==> config.mk <==
export PLATFORM = sky130hd
export DESIGN_NAME = sop_window_accumulator
export DESIGN_NICKNAME = d
export VERILOG_FILES = /design/src/rtl/sop_pkg.sv /design/src/rtl/sop_window_counter.sv /design/src/rtl/sop_window_accumulator.sv
export SDC_FILE = /design/constraint.sdc
export NUM_CORES = 1
export LEC_CHECK = 0
export ABC_AREA = 1
export CORE_MARGIN = 5
export CORE_UTILIZATION = 29
export CTS_CLUSTER_DIAMETER = 100
export DETAILED_ROUTE_END_ITERATION = 10
export SLEW_MARGIN = 10
export SYNTH_ARGS = -nofsm -noshare
export SYNTH_HDL_FRONTEND = slang
export SYNTH_HIERARCHICAL = 1
export SYNTH_SLANG_ARGS = --single-unit
==> constraint.sdc <==
create_clock -name clk -period 1.62 [get_ports clk]
set_input_delay 0.486 -clock clk [delete_from_list [all_inputs] [get_ports clk]]
set_output_delay 0.486 -clock clk [all_outputs]
set_load 0.01 [all_outputs]
==> src/rtl/sop_pkg.sv <==
// Shared types and width helpers for the sum_of_products pipeline and its testbenches.
package sop_pkg;

  typedef enum logic [1:0] {
    IDLE  = 2'd0,
    ACCUM = 2'd1,
    HOLD  = 2'd2
  } sop_state_t;

  function automatic int sop_sum_width(input int dw);
    return 2 * dw + 2;
  endfunction

endpackage

==> src/rtl/sop_window_counter.sv <==
// Mod-WINDOW sample counter: clear > load-to-1 > increment; flags when the next count reaches WINDOW.
module sop_window_counter #(
  parameter int WINDOW = 4
) (
  input  logic clk,
  input  logic rst,
  input  logic clear,
  input  logic load,
  input  logic inc,
  output logic next_terminal
);

  localparam int CW = $clog2(WINDOW + 1);

  logic [CW-1:0] cnt;
  logic [CW-1:0] cnt_next;

  always_comb begin
    cnt_next = cnt;
    if (clear) begin
      cnt_next = '0;
    end else if (load) begin
      cnt_next = CW'(1);
    end else if (inc) begin
      cnt_next = (cnt == CW'(WINDOW)) ? CW'(1) : cnt + CW'(1);
    end
  end

  // Looking at the next count lets the FSM leave for HOLD on the same edge the last sample lands.
  assign next_terminal = (cnt_next == CW'(WINDOW));

  always_ff @(posedge clk or negedge rst) begin
    if (!rst) begin
      cnt <= '0;
    end else begin
      cnt <= cnt_next;
    end
  end

endmodule

==> src/rtl/sop_window_accumulator.sv <==
// Sums non-overlapping windows of WINDOW samples and hands each total downstream over valid/ready.
// Define SOP_ACC_PEAK_EN to add out_peak, the largest sample of each window.
module sop_window_accumulator
  import sop_pkg::*;
#(
  parameter int DATA_WIDTH = 4,
  parameter int SUM_WIDTH  = sop_sum_width(DATA_WIDTH),
  parameter int WINDOW     = 4,
  parameter int ACC_WIDTH  = SUM_WIDTH + $clog2(WINDOW)
) (
  input  logic                 clk,
  input  logic                 rst,
  input  logic                 clear,
  input  logic                 in_valid,
  input  logic [SUM_WIDTH-1:0] in_sum,
  output logic                 in_ready,
  output logic                 out_valid,
  output logic [ACC_WIDTH-1:0] out_acc,
`ifdef SOP_ACC_PEAK_EN
  output logic [SUM_WIDTH-1:0] out_peak,
`endif
  input  logic                 out_ready
);

  sop_state_t             state;
  sop_state_t             next_state;
  logic [ACC_WIDTH-1:0]   acc;
  logic                   in_fire;
  logic                   load;
  logic                   inc;
  logic                   next_terminal;

  sop_window_counter #(
    .WINDOW(WINDOW)
  ) u_counter (
    .clk          (clk),
    .rst          (rst),
    .clear        (clear),
    .load         (load),
    .inc          (inc),
    .next_terminal(next_terminal)
  );

  // Handshake decode kept apart from next-state so the counter feedback is not a comb loop.
  always_comb begin
    in_ready = 1'b0;
    load     = 1'b0;
    inc      = 1'b0;
    unique case (state)
      IDLE:    in_ready = 1'b1;
      ACCUM:   in_ready = 1'b1;
      HOLD:    in_ready = out_ready;
      default: in_ready = 1'b0;
    endcase
    if (clear) in_ready = 1'b0;
    in_fire = in_valid & in_ready;
    if (in_fire) begin
      if (state == ACCUM) inc  = 1'b1;
      else                load = 1'b1;
    end
  end

  always_comb begin
    next_state = state;
    unique case (state)
      IDLE: begin
        if (in_fire) next_state = next_terminal ? HOLD : ACCUM;
      end
      ACCUM: begin
        if (in_fire && next_terminal) next_state = HOLD;
      end
      HOLD: begin
        if (out_ready) next_state = in_fire ? (next_terminal ? HOLD : ACCUM) : IDLE;
      end
      default: next_state = IDLE;
    endcase
    if (clear) next_state = IDLE;
  end

  always_ff @(posedge clk or negedge rst) begin
    if (!rst) begin
      state     <= IDLE;
      out_valid <= 1'b0;
      acc       <= '0;
    end else begin
      state     <= next_state;
      out_valid <= (next_state == HOLD);
      if (clear) begin
        acc <= '0;
      end else if (load) begin
        acc <= ACC_WIDTH'(in_sum);
      end else if (inc) begin
        acc <= acc + ACC_WIDTH'(in_sum);
      end
    end
  end

  assign out_acc = acc;

`ifdef SOP_ACC_PEAK_EN
  logic [SUM_WIDTH-1:0] peak;

  always_ff @(posedge clk or negedge rst) begin
    if (!rst) begin
      peak <= '0;
    end else if (clear) begin
      peak <= '0;
    end else if (load) begin
      peak <= in_sum;
    end else if (inc && (in_sum > peak)) begin
      peak <= in_sum;
    end
  end

  assign out_peak = peak;
`endif

endmodule

==> reports/qor.csv <==
stage,metric,value,unit
outcome,status,"finished, violations left",
outcome,violations,negative setup slack,
power_and_ir_drop,internal_power,1.05,mW
final_layout,synthToLayoutAreaGrowth,62.5,%
sta,max_slew_margin,75.7,%
critical_path,start_kind,register,
final_layout,n_antenna_cell,0,
routing,firstDrtPassIters,4,
power_and_ir_drop,seq_power_share,31.0,%
final_layout,design_area,2540,um2
final_layout,mostFrequentLayoutCells,"93 x nand2_1, 46 x buf_4, 37 x inv_1",
critical_path,cp_max_fo,3,
sta,fin_ws,-62.3,ps
yosys,syn_nets,270,
global_routing,grt_pass1_vias,1652,
power_and_ir_drop,ir_drop,0.381,mV
clocking,numCtsBuffers,3,
sta,fin_crit_sh,104,%
clocking,holdBufCountCts,0,
power_and_ir_drop,netSwitchingPower,0.570,mW
die,dieArea,6950,um2
routing,initialDrtViolationCount,71,
clocking,cts_htree_levels,1,
critical_path,timing.rr.start,out_acc[0],
sta,tns,-102,ps
yosys,synth_cell_types,23,
die,initial_utilization,30.2,%
clocking,cts_root_buf,clkbuf_8,
global_routing,globalRouteTotalUtil,12.8,%
die,die_w,83.4,um
routing,num_vias,1716,
sta,worstMarginPinSlew,364,ps
sta,hold_viol_final,0,
clocking,worstSkewPairLatency,270,ps
die,core,5170,um2
power_and_ir_drop,swShare,35.3,%
sta,fin_crit,1680,ps
clocking,cts.reportedPaths.clkPinSlew,90,ps
yosys,yosys_warnings,6,
sta,drv_slew,0,
routing,drtAntennaViolNets,0,
critical_path,reg2reg_depth,11,
final_layout,fin_util,49.1,%
final_layout,final_cells,391,
critical_path,r2r-end,out_acc[8],
clocking,cts_tree,yes,
die,rows,26,
yosys,synth_area,1560,um2
global_routing,grt_overflow,0,
final_layout,drive_gt1_share,32.7,%
placed_design,placed_cell_area,2160,um2
power_and_ir_drop,power.density,637,nW/um2
routing,vias_per_cell,4.39,
placed_design,pre_cts_slack,-704,ps
critical_path,path_class,register to register,
routing,route.detailed.drc,0,
yosys,synthCells,242,
final_layout,final_common_cell,nand2_1,
sta,setup_viol,3,
placed_design,portBuffers,28,
critical_path,ff2ff_setup_slack,-60,ps
min_path,hp-class,primary input to asynchronous set/reset pin,
final_layout,finalNetCount,350,
critical_path,cp.arrival,1840,ps
power_and_ir_drop,combPwrFrac,44.1,%
power_and_ir_drop,p_leak,1.42,nW
sta,fmax,0.594,GHz
clocking,cts.path.max_buffers,2,
yosys,ys_seq_elements,18,
critical_path,cp-end-kind,register,
yosys,syn_area_per_cell,6.45,um2
yosys,ys_seq_area_share,28.8,%
placed_design,post-dp-hpwl,3150,um
routing,wire_per_inst,11.4,um
clocking,clkSinkCount,18,
die,die_y,83.4,um
sta,grt_setup_unrepaired,true,
global_routing,antenna_found_initial,0,
power_and_ir_drop,power.share.clock,24.9,%
die,pin_count,29,
routing,wl,4450,um
critical_path,crit_required,1770,ps
sta,finalClockSkew,15.7,ps
placed_design,place_congestion,0.817,
global_routing,grt_max_degree,19,
global_routing,grt_pass1_wl,7390,um
critical_path,startpoint,out_acc[0],
placed_design,place_inst,366,
job,maxCapViolations,0,
critical_path,cp-endpoint,out_acc[8],
==> cell usage after synthesis, drive strengths merged <==
cell / n / area share [%]
buf: 1 / 0.72
nand2: 107 / 26
nor3: 1 / 1.0
nand4: 4 / 1.6
a21boi: 1 / 0.48
xor2: 1 / 0.56
o211ai: 2 / 1.3
inv: 41 / 9.9
nor2: 18 / 6.1
a21oi: 5 / 1.6
ha: 12 / 9.6
nand3b: 1 / 0.48
dfrtp: 18 / 29
xnor2: 2 / 1.1
nand3: 25 / 8.0
fa: 1 / 1.3
o21ai: 2 / 1.4
==> kinds of logic after synthesis <==
kind of cell | count (synthesis) | synth area share, %
DFF | 18 | 28.8
AOI/OAI and AO/OA | 10 | 4.73
xor gates and xnor gates | 3 | 1.68
adders and majority gates | 13 | 10.9
buffers and inverters | 42 | 10.6
and+or+nand+nor | 156 | 43.3
==> metal layers <==
metal / vias to the layer above / track usage [%] / share of wire (%)
met2: 25 / 22.7 / 51
met5: - / 0 / 0
met3: 2 / 3.37 / 4.3
met1: 780 / 15.7 / 44
met4: 0 / 1.78 / 0.34
li1: 909 / - / -
==> sequential cells by signal, summed over array words and instances, names as in the netlist <==
name	cells
out_acc	12
out_valid	1
state	2
u_counter/cnt	3
==> power by group through the flow <==
stage | Combinational [mW] | Clock, mW | Sequential [mW]
floorplan | 0.318 | 0 | 0.530
global route | 0.801 | 0.422 | 0.506
finish | 0.713 | 0.402 | 0.502
detailed placement | 0.579 | 0 | 0.519
CTS | 0.674 | 0.414 | 0.501
global placement | 0.575 | 0 | 0.517
==> worst max-delay path, cell delays in order (launching register included) <==
cell and delay (ps):
dfrtp_1 400, buf_6 120, ha_4 150, fa_2 360, nand3_2 90, nand3_4 90, nand2_2 80, nand2_1 50
nand2_1 50, nand3_1 70, nand2_1 60, nand2_1 40
==> worst min path at each step <==
| stage | endpoint | slack, ps | depth (start not counted) |
|---|---|---|---|
| floorplan | out_acc[0] | 190 | 0 |
| global placement | out_acc[5] | 490 | 2 |
| detailed placement | out_acc[6] | 500 | 2 |
| CTS | out_acc[7] | 560 | 2 |
| global route | out_acc[7] | 570 | 2 |
| finish | out_acc[7] | 540 | 2 |
==> area by class of cell <==
type / instances / area (um2)
Multi-Input combinational cell: 182 / 1170
Fill cell: 534 / 2640
Inverter: 41 / 166
Clock buffer: 4 / 55.1
Tap cell: 70 / 87.6
Timing Repair Buffer: 76 / 611
Sequential cell: 18 / 450
==> metrics by stage <==
step | hold WS (ps) | total power, mW
global route | 572 | 1.73
CTS | 556 | 1.59
detailed placement | 500 | 1.10
finish | 543 | 1.62
global placement | 492 | 1.09
floorplan | 190 | 0.848
==> repair_timing <==
item	4_1_cts	5_1_grt
setup buffers	17	5
resized for setup	55	21
pin swaps	14	8
endpoints found under the setup margin	31	16
Note: power is estimated with default switching activity, not from simulation.
